[src/rtl/matmul_pkg.sv]
// matmul_pkg: state encoding and sizing helper shared by the matmul stream core
package matmul_pkg;

    localparam logic [2:0] ST_IDLE    = 3'd0;
    localparam logic [2:0] ST_LOAD_A  = 3'd1;
    localparam logic [2:0] ST_LOAD_B  = 3'd2;
    localparam logic [2:0] ST_COMPUTE = 3'd3;
    localparam logic [2:0] ST_SEND    = 3'd4;

    typedef enum logic [2:0] {
        IDLE    = ST_IDLE,
        LOAD_A  = ST_LOAD_A,
        LOAD_B  = ST_LOAD_B,
        COMPUTE = ST_COMPUTE,
        SEND    = ST_SEND
    } state_t;

    function automatic int clog2(input int v);
        int r;
        r = 0;
        while ((1 << r) < v) r = r + 1;
        return r;
    endfunction

endpackage

[src/rtl/mat_bank.sv]
// mat_bank: square matrix register file, one write port and one combinational read port
module mat_bank
    import matmul_pkg::*;
#(
    parameter int DW    = 8,
    parameter int DEPTH = 16
) (
    input  logic                    clk,
    input  logic                    we,
    input  logic [clog2(DEPTH)-1:0] waddr,
    input  logic [DW-1:0]           wdata,
    input  logic [clog2(DEPTH)-1:0] raddr,
    output logic [DW-1:0]           rdata
);

    logic [DW-1:0] mem_q [DEPTH];
    logic [DW-1:0] mem_d [DEPTH];

    assign rdata = mem_q[raddr];

    // write one element; contents are never reset and persist between jobs
    always_comb begin
        mem_d = mem_q;
        if (we) mem_d[waddr] = wdata;
    end

    // storage register
    always_ff @(posedge clk) begin
        mem_q <= mem_d;
    end

endmodule

[src/rtl/matmul_stream_core.sv]
// matmul_stream_core: byte-streamed square matrix multiply, one MAC per cycle
module matmul_stream_core
    import matmul_pkg::*;
#(
    parameter int DW    = 8,
    parameter int MAX_N = 4
) (
    input  logic       clk,
    input  logic       rst,
    input  logic [7:0] in_data,
    input  logic       in_valid,
    output logic       in_ready,
    input  logic       abort,
    output logic [7:0] out_data,
    output logic       out_valid,
    input  logic       out_ready,
    output logic       busy,
    output logic       done,
    output logic       err,
    output logic [2:0] state
);

    localparam int RW = 2 * DW + clog2(MAX_N);
    localparam int RB = (RW + 7) / 8;
    localparam int NW = clog2(MAX_N + 1);
    localparam int AW = clog2(MAX_N * MAX_N);
    localparam int BW = clog2(RB);
    localparam logic [7:0] MAXN_B = 8'(MAX_N);
    localparam logic [BW-1:0] LAST_BYTE = BW'(RB - 1);

    state_t          state_q, state_d;
    logic [NW-1:0]   n_q, n_d, i_q, i_d, j_q, j_d, k_q, k_d, last;
    logic [BW-1:0]   byte_q, byte_d;
    logic [RW-1:0]   acc_q, acc_d, prod;
    logic            err_q, err_d, we_a, we_b;
    logic [AW-1:0]   waddr, raddr_a, raddr_b;
    logic [DW-1:0]   a_rd, b_rd;
    logic [RB*8-1:0] acc_ext;

    assign last      = n_q - NW'(1);
    assign waddr     = AW'(32'(i_q) * MAX_N + 32'(j_q));
    assign raddr_a   = AW'(32'(i_q) * MAX_N + 32'(k_q));
    assign raddr_b   = AW'(32'(k_q) * MAX_N + 32'(j_q));
    assign prod      = RW'(a_rd) * RW'(b_rd);
    assign acc_ext   = (RB * 8)'(acc_q);
    assign out_data  = 8'(acc_ext >> {byte_q, 3'b000});
    assign in_ready  = (state_q == IDLE) || (state_q == LOAD_A) || (state_q == LOAD_B);
    assign out_valid = state_q == SEND;
    assign busy      = state_q != IDLE;
    assign state     = state_q;
    assign err       = err_q;

    mat_bank #(.DW(DW), .DEPTH(MAX_N * MAX_N)) u_bank_a (
        .clk(clk), .we(we_a), .waddr(waddr), .wdata(DW'(in_data)), .raddr(raddr_a), .rdata(a_rd)
    );

    mat_bank #(.DW(DW), .DEPTH(MAX_N * MAX_N)) u_bank_b (
        .clk(clk), .we(we_b), .waddr(waddr), .wdata(DW'(in_data)), .raddr(raddr_b), .rdata(b_rd)
    );

    // job sequencing: size byte, row-major loads, per-element MAC loop, little-endian result bytes
    always_comb begin
        state_d = state_q;
        n_d     = n_q;
        i_d     = i_q;
        j_d     = j_q;
        k_d     = k_q;
        byte_d  = byte_q;
        acc_d   = acc_q;
        err_d   = 1'b0;
        we_a    = 1'b0;
        we_b    = 1'b0;
        done    = 1'b0;
        if (abort) begin
            state_d = IDLE;
            i_d     = '0;
            j_d     = '0;
            k_d     = '0;
            byte_d  = '0;
            acc_d   = '0;
        end else begin
            case (state_q)
                IDLE: if (in_valid) begin
                    if (in_data != 8'd0 && in_data <= MAXN_B) begin
                        n_d     = NW'(in_data);
                        i_d     = '0;
                        j_d     = '0;
                        state_d = LOAD_A;
                    end else begin
                        err_d = 1'b1;
                    end
                end
                LOAD_A, LOAD_B: if (in_valid) begin
                    we_a = state_q == LOAD_A;
                    we_b = state_q == LOAD_B;
                    j_d  = (j_q == last) ? '0 : j_q + 1'b1;
                    if (j_q == last) begin
                        i_d = (i_q == last) ? '0 : i_q + 1'b1;
                        if (i_q == last) begin
                            state_d = (state_q == LOAD_A) ? LOAD_B : COMPUTE;
                            k_d     = '0;
                            acc_d   = '0;
                        end
                    end
                end
                COMPUTE: begin
                    acc_d = acc_q + prod;
                    k_d   = (k_q == last) ? '0 : k_q + 1'b1;
                    if (k_q == last) begin
                        state_d = SEND;
                        byte_d  = '0;
                    end
                end
                SEND: if (out_ready) begin
                    byte_d = (byte_q == LAST_BYTE) ? '0 : byte_q + 1'b1;
                    if (byte_q == LAST_BYTE) begin
                        acc_d   = '0;
                        state_d = COMPUTE;
                        j_d     = (j_q == last) ? '0 : j_q + 1'b1;
                        if (j_q == last) begin
                            i_d = (i_q == last) ? '0 : i_q + 1'b1;
                            if (i_q == last) begin
                                state_d = IDLE;
                                done    = 1'b1;
                            end
                        end
                    end
                end
                default: state_d = IDLE;
            endcase
        end
    end

    // state registers with reset taking priority over every input
    always_ff @(posedge clk) begin
        if (rst) begin
            state_q <= IDLE;
            n_q     <= '0;
            i_q     <= '0;
            j_q     <= '0;
            k_q     <= '0;
            byte_q  <= '0;
            acc_q   <= '0;
            err_q   <= 1'b0;
        end else begin
            state_q <= state_d;
            n_q     <= n_d;
            i_q     <= i_d;
            j_q     <= j_d;
            k_q     <= k_d;
            byte_q  <= byte_d;
            acc_q   <= acc_d;
            err_q   <= err_d;
        end
    end

endmodule

[config.mk]
export PLATFORM = sky130hd
export DESIGN_NAME = matmul_stream_core
export DESIGN_NICKNAME = d
export VERILOG_FILES = /design/src/rtl/matmul_pkg.sv /design/src/rtl/mat_bank.sv /design/src/rtl/matmul_stream_core.sv
export SDC_FILE = /design/constraint.sdc
export NUM_CORES = 1
export LEC_CHECK = 0
export CORE_ASPECT_RATIO = 1.4
export CORE_MARGIN = 1
export CORE_UTILIZATION = 57
export CTS_CLUSTER_DIAMETER = 60
export DETAILED_ROUTE_END_ITERATION = 8
export GPL_ROUTABILITY_DRIVEN = 0
export PLACE_DENSITY = 0.77
export SYNTH_ARGS = -nofsm -noshare
export SYNTH_HDL_FRONTEND = slang
export SYNTH_SLANG_ARGS = --single-unit
[constraint.sdc]
create_clock -name clk -period 5.5 [get_ports clk]
set_input_delay 0.55 -clock clk [delete_from_list [all_inputs] [get_ports clk]]
set_output_delay 0.55 -clock clk [all_outputs]
set_load 0.01 [all_outputs]
==> results.sh <==
export IMPL_ys_ff_latch=292
export IMPL_worst_slew_pin_transition_ns=0.989
export IMPL_clockRootBuffer="clkbuf_16"
export IMPL_fin_util_pct=72.4
export IMPL_synth_edf_count=256
export IMPL_first_pass_iters=5
export IMPL_synth_top_family_by_area="multiplexers"
export IMPL_critical_path_startpoint="k_q[0]"
export IMPL_layoutNonFillerInstCount=1530
export IMPL_critPathLaunchType="register"
export IMPL_max_stage_delay_ns=0.55
export IMPL_power_density_nw_per_um2=252
export IMPL_grt_pass1_wl_um=52100
export IMPL_syn_nets=1145
export IMPL_hold_viol=0
export IMPL_synthCells=1032
export IMPL_drt_initial_drc_count=667
export IMPL_drt_antenna_violating_nets=0
export IMPL_drive_above_1_share_pct=30.6
export IMPL_clkTransAtPathRegs_ns=0.07
export IMPL_cts_buffer_depth=3
export IMPL_cp_arrival_ns=5.86
export IMPL_wl_per_cell_um=23.0
export IMPL_rsz0062_at_grt="true"
export IMPL_synth_compound_area_share_pct=4.58
export IMPL_slew_viol_final=0
export IMPL_finClkSkew_ns=0.0133
export IMPL_antenna_found_initial=0
export IMPL_synth_mux_area_share_pct=12.5
export IMPL_areaGrowthSynthToFinish_pct=23.7
export IMPL_ir_drop_mv=0.316
export IMPL_setup_viol=0
export IMPL_clock_sinks=292
export IMPL_synthAdderAreaFrac_pct=11.2
export IMPL_rows=68
export IMPL_h_tree_depth=1
export IMPL_clkLatencyLatePin_ns=0.56
export IMPL_start_util_pct=58.5
export IMPL_cpMostUsedCell="fa_1"
export IMPL_holdBufCountCts=0
export IMPL_hold_class="register to register"
export IMPL_yosysTopAreaCell="edfxtp_1"
export IMPL_leakage_nw=6.61
export IMPL_synth_distinct_cells=55
export IMPL_dp_hpwl_um=23600
export IMPL_async_reset_ff_share_pct=0
export IMPL_num_fill_cells=1511
export IMPL_synth_area_top_cells="edfxtp_1 53%, mux4_2 9.9%, fa_1 6.9%"
export IMPL_ys_seq_area_share_pct=57.8
export IMPL_grt_pass1_vias=9200
export IMPL_fmax_ghz=0.184
export IMPL_synth_xor_area_share_pct=1.45
export IMPL_drv_cap=0
export IMPL_hold_path_startpoint="acc_q[14]"
export IMPL_synth_most_common_cell="edfxtp_1"
export IMPL_layout_nets=1305
export IMPL_drc=0
export IMPL_drt_wl_total_um=35200
export IMPL_yosys_area_top_type_share_pct=52.9
export IMPL_rr_startpoint="k_q[0]"
export IMPL_synth_avg_cell_area_um2=14.1
export IMPL_synth_simple_gate_area_share_pct=8.58
export IMPL_num_io_pins=29
export IMPL_slew_headroom_pct=33.8
export IMPL_ys_flop_type="edfxtp_1"
export IMPL_netlist_area_um2=14500
export IMPL_overflow=0
export IMPL_grt_max_degree=36
export IMPL_num_antenna_cells=0
export IMPL_vias=8970
export IMPL_finalCritPeriodShare_pct=98.8
export IMPL_netlist_top_cells_count="256 x edfxtp_1, 108 x nor2_1, 105 x inv_1"
export IMPL_die_w_um=137
export IMPL_via_per_inst=5.86
export IMPL_io_buffers=28
export IMPL_die_area_um2=26200
export IMPL_grt_total_usage_pct=27.3
export IMPL_core_area_um2=24800
export IMPL_worstPathMaxFanout=6
export IMPL_worstPathCellList="buf_12 -> buf_4 -> mux4_2 -> mux2i_4 -> nor2_2 -> a21oi_4 -> nor2_2 -> fa_1 -> inv_2 -> fa_1 -> inv_2 -> fa_1 -> inv_1 -> fa_1 -> inv_2 -> ha_4 -> o2111ai_4 -> a21boi_4 -> nand2_2 -> a211oi_2 -> mux2i_1 -> o21ai_1"
export IMPL_die_y_um=191
export IMPL_ys_warn_count=0
export IMPL_required_ns=5.92
export IMPL_period_needed_ns=5.43
export IMPL_cts_tree="done"
export IMPL_path_class="register to register"
export IMPL_cts_made_buffers=29
export IMPL_dp_cells=1430
export IMPL_slowest_stage="mux4_2"
export IMPL_cp_end_kind="register"
export IMPL_status="complete, no violations"
[layout make-up]
| type | instances | area (um^2) | share of cell area, % |
|---|---|---|---|
| clock buffers | 32 | 737 | 4.10 |
| clock inverters | 22 | 244 | 1.36 |
| inverters | 106 | 398 | 2.21 |
| multi-input cells | 594 | 6140 | 34.1 |
| flip-flops and latches | 292 | 8420 | 46.8 |
| well taps | 315 | 394 | 2.19 |
| repair buffers | 169 | 1670 | 9.27 |
[per-layer routing]
| metal | track usage (%) | routed length (um) | vias to the layer above |
|---|---|---|---|
| met5 | 0 | 0 | - |
| met4 | 13.3 | 1830 | 0 |
| met3 | 3.63 | 1550 | 90 |
| met2 | 49.9 | 19100 | 307 |
| met1 | 31.0 | 12700 | 4522 |
| li1 | - | - | 4051 |
[power by group]
group	internal [mW]	switching, mW
logic	0.0342	0.0629
clock network	1.17	0.857
registers	2.40	0.000393
total	3.61	0.921
[cell families after synthesis]
group	count (synthesis)
flops	292
simple gates	261
buf+inv	146
compound gates	108
mux	101
fa+ha+maj	100
xor+xnor	24
[sequential cells by signal (all words and copies together), names as in the netlist]
name            count
j_q                 3
state               3
k_q                 3
u_bank_a.mem_q    128
err                 1
n_q                 3
byte_q              2
u_bank_b.mem_q    128
i_q                 3
acc_q              18
[path summary, 6_finish.rpt]
path | endpoint | slack (ns) | cells past startpoint
max | acc_q[15] | 0.07 | 22
min | acc_q[14] | 0.49 | 2
max reg2reg | acc_q[15] | 0.07 | 22
min reg2reg | acc_q[14] | 0.49 | 2
[metrics by stage]
stage / setup TNS, ns / setup slack [ns] / hold WS (ns) / power, mW / area, um^2
final: 0 / 0.0656 / 0.485 / 4.53 / 18000
after global routing: -0.537 / -0.126 / 0.497 / 4.64 / 18000
after CTS: 0 / 0.0180 / 0.489 / 4.53 / 17400
after detailed placement: -1.58 / -0.314 / 0.479 / 2.54 / 15900
after global placement: -1.19 / -0.249 / 0.470 / 2.54 / 15900
after floorplan: 0 / 0.00836 / 0.446 / 2.48 / 14600
[placed cells by master, fill, tap and decap left out, drive strengths merged, types with 4 or more instances in the layout]
master,instances
bufinv,4
ha,50
o21ai,31
xor2,15
a21oi,34
nor2,108
xnor2,9
dfxtp,36
nor3,5
a22o,4
clkinv,16
nor4,4
or2,10
mux4,64
mux2i,30
clkdlybuf4s50,28
nand2,59
and2,4
inv,108
or3,5
fa,50
mux2,7
nor2b,12
buf,141
a21o,11
a211oi,6
nand3,10
or4,4
nor3b,6
clkbuf,32
edfxtp,256
nand2b,25
[critical path, delay by kind of cell, from the launching register on]
kind	cells	cell delay, ns
adders and majority gates	5	2.33
muxes	3	0.99
AOI/OAI and AO/OA	5	0.87
buffers and inverters	6	0.45
DFF	1	0.42
and+or+nand+nor	3	0.24
[repair_timing]
action / CTS / global route
endpoints found under the setup margin: 8 / 9
resized for setup: 53 / 97
hold endpoints to repair: 0 / 0
cloned: 3 / 0
buffers inserted: 16 / 29
pin swaps: 19 / 90
(Power assumes the default switching activity.)
